**src/rtl/future_dec_key_sched_pkg.sv**
```systemverilog
// Shared constants and FSM encoding for the FUTURE decryption-side key sequencer.
package future_pkg;
  localparam int FUTURE_ROUNDS = 10;
  localparam int FUTURE_ROT    = 5;
  localparam int FUTURE_HW     = 64;
  localparam int FUTURE_IDX_W  = 4;

  typedef enum logic [1:0] {
    ST_IDLE = 2'd0,
    ST_LOAD = 2'd1,
    ST_EMIT = 2'd2,
    ST_DONE = 2'd3
  } state_t;
endpackage

```
**src/rtl/future_dec_key_sched_if.sv**
```systemverilog
// Key-in / round-key-out handshake bundle; slave is the sequencer, master the surrounding datapath.
interface future_dec_key_sched_if
  import future_pkg::*;
#(
  parameter int HW    = FUTURE_HW,
  parameter int IDX_W = FUTURE_IDX_W
) ();
  logic [2*HW-1:0]  key_in;
  logic             key_valid;
  logic             key_ready;
  logic [HW-1:0]    rk;
  logic [IDX_W-1:0] rk_idx;
  logic             rk_valid;
  logic             rk_ready;
  logic             rk_last;
  logic             busy;

  modport master (
    output key_in, key_valid, rk_ready,
    input  key_ready, rk, rk_idx, rk_valid, rk_last, busy
  );

  modport slave (
    input  key_in, key_valid, rk_ready,
    output key_ready, rk, rk_idx, rk_valid, rk_last, busy
  );
endinterface

```
**src/rtl/future_dec_key_sched_rotl64.sv**
```systemverilog
// Combinational rotate-left of an HW-bit word by 0..HW-1 positions.
module future_rotl64
#(
  parameter int HW    = 64,
  parameter int AMT_W = $clog2(HW)
) (
  input  logic [HW-1:0]    din,
  input  logic [AMT_W-1:0] amt,
  output logic [HW-1:0]    dout
);
  logic [2*HW-1:0] dbl;

  // Bits shifted out of the top half re-enter from the duplicated copy below.
  assign dbl  = {din, din} << amt;
  assign dout = dbl[2*HW-1:HW];
endmodule

```
**src/rtl/future_dec_key_sched.sv**
```systemverilog
// Decryption-side round-key sequencer: latches K0/K1 and streams RK_ROUNDS..RK_0.
// Optional build macro FUTURE_KEY_CLEAR_EN: wipe K0/K1 once the last key is consumed.
module future_dec_key_sched
  import future_pkg::*;
#(
  parameter int ROUNDS = FUTURE_ROUNDS,
  parameter int ROT    = FUTURE_ROT,
  parameter int HW     = FUTURE_HW
) (
  input logic clk,
  input logic rst,
  future_dec_key_sched_if.slave ks
);
  localparam int AMT_W = $clog2(HW);

  if (ROT * (ROUNDS >> 1) >= HW) begin : g_bad_rot
    $error("future_dec_key_sched: ROT*(ROUNDS>>1) must be below HW");
  end
  if (ROUNDS >= (1 << FUTURE_IDX_W)) begin : g_bad_rounds
    $error("future_dec_key_sched: ROUNDS does not fit rk_idx");
  end

  state_t                  state, state_nxt;
  logic [HW-1:0]           k0, k1;
  logic [FUTURE_IDX_W-1:0] idx, rot_sel;
  logic [HW-1:0]           rot_din, rot_dout;
  logic [AMT_W-1:0]        rot_amt;
  logic                    key_acc, rk_hs, ld_en, adv_en, fin_en;

  always_ff @(posedge clk) begin
    if (rst) state <= ST_IDLE;
    else     state <= state_nxt;
  end

  always_comb begin
    state_nxt = state;
    case (state)
      ST_IDLE: if (ks.key_valid) state_nxt = ST_LOAD;
      ST_LOAD: state_nxt = ST_EMIT;
      ST_EMIT: if (ks.rk_valid && ks.rk_ready && idx == '0) state_nxt = ST_DONE;
      ST_DONE: state_nxt = ST_IDLE;
      default: state_nxt = ST_IDLE;
    endcase
  end

  always_comb begin
    ks.key_ready = (state == ST_IDLE);
    ks.busy      = (state != ST_IDLE);
    key_acc      = (state == ST_IDLE) && ks.key_valid;
    ld_en        = (state == ST_LOAD);
    rk_hs        = (state == ST_EMIT) && ks.rk_valid && ks.rk_ready;
    adv_en       = rk_hs && (idx != '0);
    fin_en       = rk_hs && (idx == '0);
  end

  // The key being prepared is RK_idx on load and RK_(idx-1) on each advance.
  assign rot_sel = ld_en ? idx : idx - 1'b1;
  assign rot_din = rot_sel[0] ? k1 : k0;
  assign rot_amt = AMT_W'(ROT * int'(rot_sel >> 1));

  future_rotl64 #(.HW(HW), .AMT_W(AMT_W)) u_rotl (
    .din  (rot_din),
    .amt  (rot_amt),
    .dout (rot_dout)
  );

  always_ff @(posedge clk) begin
    if (rst) begin
      k0          <= '0;
      k1          <= '0;
      idx         <= '0;
      ks.rk       <= '0;
      ks.rk_idx   <= '0;
      ks.rk_valid <= 1'b0;
      ks.rk_last  <= 1'b0;
    end else begin
      if (key_acc) begin
        k0  <= ks.key_in[2*HW-1:HW];
        k1  <= ks.key_in[HW-1:0];
        idx <= FUTURE_IDX_W'(ROUNDS);
      end
      if (ld_en || adv_en) begin
        idx         <= rot_sel;
        ks.rk       <= rot_dout;
        ks.rk_idx   <= rot_sel;
        ks.rk_last  <= (rot_sel == '0);
        ks.rk_valid <= 1'b1;
      end
      if (fin_en) ks.rk_valid <= 1'b0;
`ifdef FUTURE_KEY_CLEAR_EN
      if (state == ST_DONE) begin
        k0 <= '0;
        k1 <= '0;
      end
`else
`endif
    end
  end
endmodule

```
**src/flat_wrapper.sv**
```systemverilog
// flat-port wrapper written by rule: the top's interface ports become plain ports
module future_dec_key_sched_flat import future_pkg::*;
#(
  parameter int ROUNDS = FUTURE_ROUNDS,
  parameter int ROT    = FUTURE_ROT,
  parameter int HW     = FUTURE_HW
)
  (clk, rst, ks_key_in, ks_key_valid, ks_rk_ready, ks_key_ready, ks_rk, ks_rk_idx, ks_rk_valid, ks_rk_last, ks_busy);
  future_dec_key_sched_if #(.HW(HW)) ks_i ();
  input logic clk;
  input logic rst;
  input wire logic [$bits(ks_i.key_in)-1:0] ks_key_in;
  input wire logic [$bits(ks_i.key_valid)-1:0] ks_key_valid;
  input wire logic [$bits(ks_i.rk_ready)-1:0] ks_rk_ready;
  output wire logic [$bits(ks_i.key_ready)-1:0] ks_key_ready;
  output wire logic [$bits(ks_i.rk)-1:0] ks_rk;
  output wire logic [$bits(ks_i.rk_idx)-1:0] ks_rk_idx;
  output wire logic [$bits(ks_i.rk_valid)-1:0] ks_rk_valid;
  output wire logic [$bits(ks_i.rk_last)-1:0] ks_rk_last;
  output wire logic [$bits(ks_i.busy)-1:0] ks_busy;
  assign ks_i.key_in = ks_key_in;
  assign ks_i.key_valid = ks_key_valid;
  assign ks_i.rk_ready = ks_rk_ready;
  assign ks_key_ready = ks_i.key_ready;
  assign ks_rk = ks_i.rk;
  assign ks_rk_idx = ks_i.rk_idx;
  assign ks_rk_valid = ks_i.rk_valid;
  assign ks_rk_last = ks_i.rk_last;
  assign ks_busy = ks_i.busy;
  future_dec_key_sched #(.ROUNDS(ROUNDS), .ROT(ROT), .HW(HW)) u_core (.clk(clk), .rst(rst), .ks(ks_i));
endmodule
```
**config.mk**
```make
export PLATFORM = sky130hd
export DESIGN_NAME = future_dec_key_sched_flat
export DESIGN_NICKNAME = d
export VERILOG_FILES = /design/src/rtl/future_dec_key_sched_pkg.sv /design/src/rtl/future_dec_key_sched_if.sv /design/src/rtl/future_dec_key_sched_rotl64.sv /design/src/rtl/future_dec_key_sched.sv /design/src/flat_wrapper.sv
export SDC_FILE = /design/constraint.sdc
export NUM_CORES = 1
export LEC_CHECK = 0
export CORE_AREA = 4 4 202 184
export DETAILED_ROUTE_END_ITERATION = 6
export DIE_AREA = 0 0 206 188
export HOLD_SLACK_MARGIN = 0.08
export PLACE_DENSITY = 0.52
export SYNTH_ARGS = -nofsm -noshare
export SYNTH_HDL_FRONTEND = slang
export SYNTH_SLANG_ARGS = --single-unit
```
**constraint.sdc**
```tcl
create_clock -name clk -period 9.1 [get_ports clk]
set_input_delay 2.275 -clock clk [delete_from_list [all_inputs] [get_ports clk]]
set_output_delay 2.275 -clock clk [all_outputs]
set_load 0.05 [all_outputs]
```
* After elaboration in Yosys (flattened, before gate mapping)
Cells that the tools add are included.
** Operators by class
- Add/subtract/negate cells :: 1
- Multipliers :: 1
- Eq/ne operators :: 5
- Shift operators :: 1
- Muxes and demuxes :: 7
- Reduce and logical (&&, ||, !) cells :: 16
** Operators by type and width (count)
- $shl 128x6->128 :: 1
- $mux 64 :: 1
- $mux 4 :: 3
- $logic_not 4->1 :: 2
- $pmux 2 s4 :: 1
- $logic_and 1x1->1 :: 7
- $mul 3x3->6 const A :: 1
- $eq 2x2->1 const B :: 2
- $mux 2 :: 2
- $reduce_bool 2->1 :: 2
- $reduce_bool 4->1 :: 1
- $sub 4x1->4 const B :: 1
- $eq 2x1->1 const B :: 1
- $logic_not 2->1 :: 1
- $ne 2x1->1 const B :: 1
- $ne 2x2->1 const B :: 1
- $reduce_and 2->1 :: 1
- $reduce_or 2->1 :: 1
- $logic_or 1x1->1 :: 1
** Word-level totals
- Bits in registers :: 204
- Input bits :: 132
- Output and inout port bits :: 72
- Word-level logic and storage cells :: 39

* Longest topological paths before layout
- Depth in word-level cells :: 6
- Depth in mapped cells :: 18
- Gate-level depth less buffers :: 13

* Cells and area by module
From an unflattened synthesis, not the netlist that was laid out.
** Unflattened totals
- Cells, all modules :: 1222
- Area, all modules :: 12615.8 um2
** Modules (own cells, without submodules)
- future_dec_key_sched :: instances 1, cells an instance 988, area each 8007.7 um2, sequential area each 4083.9 um2
- future_rotl64 :: instances 1, cells an instance 234, area each 4608.2 um2, sequential area each 0.0 um2

* Least setup slack after synthesis
Ideal clock, no wire load.
- Path type :: register to register
- From :: register u_core.idx[0]
- To :: register u_core.ks.rk[39]
- Library setup time :: 0.134 ns
- Arrival :: 3.986 ns
- Required time :: 8.966 ns
- Setup slack :: 4.981 ns
- Stages on the path, launching flop included :: 18
- Path buffers :: 5
- Period minus slack after synthesis :: 4.119 ns
- Path through :: dfxtp_1 -> inv_1 -> ha_1 -> mux2_2 -> clkinv_1 -> buf_2 -> buf_2 -> buf_2 -> ha_1 -> clkbuf_1 -> clkinv_1 -> nor2_1 -> clkbuf_1 -> a22oi_1 -> o211ai_1 -> a21oi_1 -> a21oi_1 -> o22ai_1
** Between the ends
- Word-level cells in the longest chain between the ends :: 4
- Elaborated cells on any way between the ends :: 8
- Classes of those cells :: add/sub (1); mul (1); shift (1); mux (2); reduce/logical (3)
** RTL lines
- start: declaration :: line future_dec_key_sched.sv:25 : logic [FUTURE_IDX_W-1:0] idx, rot_sel;
- start signal: assignment :: line future_dec_key_sched.sv:80 : idx <= FUTURE_IDX_W'(ROUNDS);
- start signal: assignment :: line future_dec_key_sched.sv:83 : idx <= rot_sel;
- $sub 4x1->4 :: line future_dec_key_sched.sv:57 : assign rot_sel = ld_en ? idx : idx - 1'b1;
- $mux 4 :: line future_dec_key_sched.sv:57
- $mul 3x3->6 :: line future_dec_key_sched.sv:59 : assign rot_amt = AMT_W'(ROT * int'(rot_sel >> 1));
- named net u_core.rot_amt[0] :: line future_dec_key_sched.sv:27 : logic [AMT_W-1:0] rot_amt;
- $shl 128x6->128 :: line future_dec_key_sched_rotl64.sv:14 : assign dbl = {din, din} << amt;
- end signal: assignment :: line future_dec_key_sched.sv:84 : ks.rk <= rot_dout;
- end: declaration :: line future_dec_key_sched_if.sv:25 : output key_ready, rk, rk_idx, rk_valid, rk_last, busy
The timed path passes the listed nets, and every way through them passes these cells.
A chain may end at the register's enable or synchronous reset.

* Worst setup path after layout
- From :: register u_core.state[1]
- To :: register u_core.ks.rk[34]
** Between the ends
- Elaborated cells on any way between the ends :: 10
- Classes of those cells :: mul (1); eq/ne (2); shift (1); mux (2); reduce/logical (4)
** RTL lines
- start: declaration :: line future_dec_key_sched.sv:23 : state_t state, state_nxt;
- start signal: assignment :: line future_dec_key_sched.sv:32 : else state <= state_nxt;
- $eq 2x1->1 :: line future_dec_key_sched.sv:50 : ld_en = (state == ST_LOAD);
- $mux 4 :: line future_dec_key_sched.sv:57
- named net u_core.rot_sel[3] :: line future_dec_key_sched.sv:25
- $mul 3x3->6 :: line future_dec_key_sched.sv:59
- $shl 128x6->128 :: line future_dec_key_sched_rotl64.sv:14
The timed path passes the listed nets, and every way through them passes these cells.

==> impl_metrics.yaml <==
logic_synthesis:
  syn_area_mm2: 0.0121
  synth.avg_cell_area_um2: 8.19
  ys_ff_latch: 204
  synth_fp_nets: 1621
  async_reset_ff_share_pct: 0
  synth-edff-count: 0
  synth_cell_types: 78
  yosysMostFrequentCell: "nand2_1"
  synth.top_cell.area_share_pct: 33.6
  yosys.area.top_type: "dfxtp_1"
  synth_common_cells: "nand2_1 (301), dfxtp_1 (204), a21oi_1 (152), mux2i_1 (147), nor2_1 (131)"
  synth_ff_type: "dfxtp_1"
  ys_seq_area_share_pct: 33.6
  syn_inst: 1482
  yosys_warnings: 0
  synth_area_leaders: "dfxtp_1 (34%), mux2i_1 (12%), nand2_1 (9.3%)"
worst_setup_path:
  r2r-start: "u_core.state[1]"
  path_cells: "inv_1, ha_1, nor4_1, xnor2_1, inv_1, ha_1, clkinv_1, nand2_1, nor2_1, a211oi_2, mux2i_1, a211oi_1"
  worst-path-max-fanout: 20
  end_kind: "flip-flop"
  arrival_ps: 6060
  worst-setup-path-type: "reg2reg"
  start_kind: "flip-flop"
  required_ps: 9530
  crit_slowest_cell: "ha_1"
  startpoint: "u_core.state[1]"
  timing.rr.end: "u_core.ks.rk[34]"
  regToRegSetupSlack_ps: 3470
  setup.worst_path.end: "u_core.ks.rk[34]"
  cp_slowest_stage_delay_ps: 1000
  reg2reg_depth: 12
job:
  drv_cap: 0
clocking:
  hold_buffers: 0
  tritoncts: "done"
  clockBufferDepth: 3
  htreeDepth: 1
  cts-root-buf: "clkbuf_16"
  cts_setup_buffers: 0
  ctsResizeCount: 0
  cts_sinks: 204
  clock_latency_ps: 520
  numCtsBuffers: 23
  path_clk_slew_ps: 60
sta:
  period_minus_slack_ps: 5630
  max_freq_mhz: 178
  max-slew-margin-rel_pct: 13.2
  finalSetupTns_ps: 0
  fin_skew_ps: 13.3
  rsz0062_at_grt: "no"
  setup_viol: 0
  tightest_slew_ps: 1300
  finalHoldViolCount: 0
  fin_crit_sh_pct: 61.8
  fin_ws_ps: 3470
  slew_viol_final: 0
layout:
  fin_cells: 2079
  drive_gt1_share_pct: 8.88
  nets: 1738
  n_fill_cell: 3572
  final_cell_area_mm2: 0.0149
  diodes: 0
  synthToLayoutAreaGrowth_pct: 23.1
placed_design:
  placed_area_mm2: 0.0143
  dp.cells: 2043
  hpwl_um: 32000
  place_congestion: 0.937
  portBuffers: 203
  post-place-ws_ps: 3670
global_route:
  overflow: 0
  grt_pass1_wl_um: 67000
  antenna_found_initial: 0
  grt_pass1_vias: 11314
  grt_usage_pct: 21.6
  grt_max_degree: 123
detailed_routing:
  drtAntennaViolNets: 0
  routed_wl_um: 44100
  avgRoutedWirePerCell_um: 21.2
  dr.pass1.iters: 5
  drc: 0
  drtIter0Drc: 901
  vias: 11714
  viasPerCell: 5.63
die:
  core_area_mm2: 0.0350
  rows: 65
  pin_count: 204
  die_y_um: 188
  dieArea_mm2: 0.0387
  start_util_pct: 34.7
  fp.dieW_um: 206
min_path:
  hold_path_depth: 2
  hp-class: "reg2reg"
run_status:
  status: "finished clean"
layout make-up:
class                   instances  area (um^2)  share of cell area (%)
inverters                      11         41.3                   0.276
clock buffers                  35          631                    4.22
flip-flops and latches        204         4080                    27.3
multi-input cells            1140         7440                    49.8
clock inverters                 1         5.00                  0.0335
repair buffers                219         2150                    14.4
well taps                     469          587                    3.93
through the flow:
step | hold slack [ps] | utilization (%)
final | 449 | 42.7
after global routing | 467 | 42.7
after CTS | 454 | 42.7
after detailed placement | 445 | 40.9
after global placement | 442 | 40.9
after floorplan | 432 | -
layer usage:
layer / vias up / track usage (%) / part of all wire, %
met1: 5629 / 30.3 / 45
met5: - / 0 / 0
met3: 67 / 3.99 / 6.4
met4: 0 / 4.53 / 2.3
li1: 5611 / - / -
met2: 407 / 35.0 / 46
cell families after synthesis:
kind of cell,count (synthesis),share of synthesized area (%)
buffers and inverters,138,5.41
and+or+nand+nor,559,19.6
DFF,204,33.6
xor gates and xnor gates,6,0.773
adders and majority gates,7,0.722
AOI/OAI and AO/OA,347,18.6
muxes,221,21.3
cell usage in the layout, fill, tap and decap left out, types with 8 or more instances in the layout:
| master | count |
|---|---|
| clkbuf_16 | 23 |
| nand4_1 | 12 |
| a211oi_1 | 13 |
| o21ai_0 | 16 |
| nand2_1 | 300 |
| buf_4 | 16 |
| a22o_1 | 13 |
| a221oi_1 | 14 |
| o221ai_1 | 11 |
| o22ai_1 | 56 |
| nand3_1 | 49 |
| mux2i_1 | 147 |
| mux2_2 | 45 |
| nor4_1 | 29 |
| inv_1 | 8 |
| mux4_2 | 22 |
| dfxtp_1 | 204 |
| a22oi_1 | 16 |
| nor2_1 | 128 |
| clkbuf_1 | 11 |
| nor3_1 | 15 |
| clkdlybuf4s50_1 | 202 |
| a21oi_1 | 152 |
worst min path at each step:
stage | from | end
after global routing | u_core.k1[16] | u_core.k1[16]
final | u_core.ks.rk_idx[1] | u_core.ks.rk_idx[1]
after CTS | u_core.k1[59] | u_core.k1[59]
after floorplan | u_core.k1[38] | u_core.k1[38]
after detailed placement | u_core.k0[23] | u_core.k0[23]
after global placement | u_core.ks.rk_idx[1] | u_core.ks.rk_idx[1]
worst max-delay path, delay by kind of cell, from the launching register on:
family / cells / cell delay, ps
fa+ha+maj: 2 / 1460
buf+inv: 3 / 1200
simple gates: 3 / 1030
compound gates: 2 / 800
xor+xnor: 1 / 530
flops: 1 / 320
mux: 1 / 160
state kept, by name (all words and copies together) (netlist names):
signal / cells
u_core.ks.rk_valid: 1
u_core.ks.rk_last: 1
u_core.ks.rk: 64
u_core.state: 2
u_core.k1: 64
u_core.idx: 4
u_core.k0: 64
u_core.ks.rk_idx: 4
Power is not shown: default switching activity piles up to over one toggle a cycle in this logic, so the estimate is an artifact.
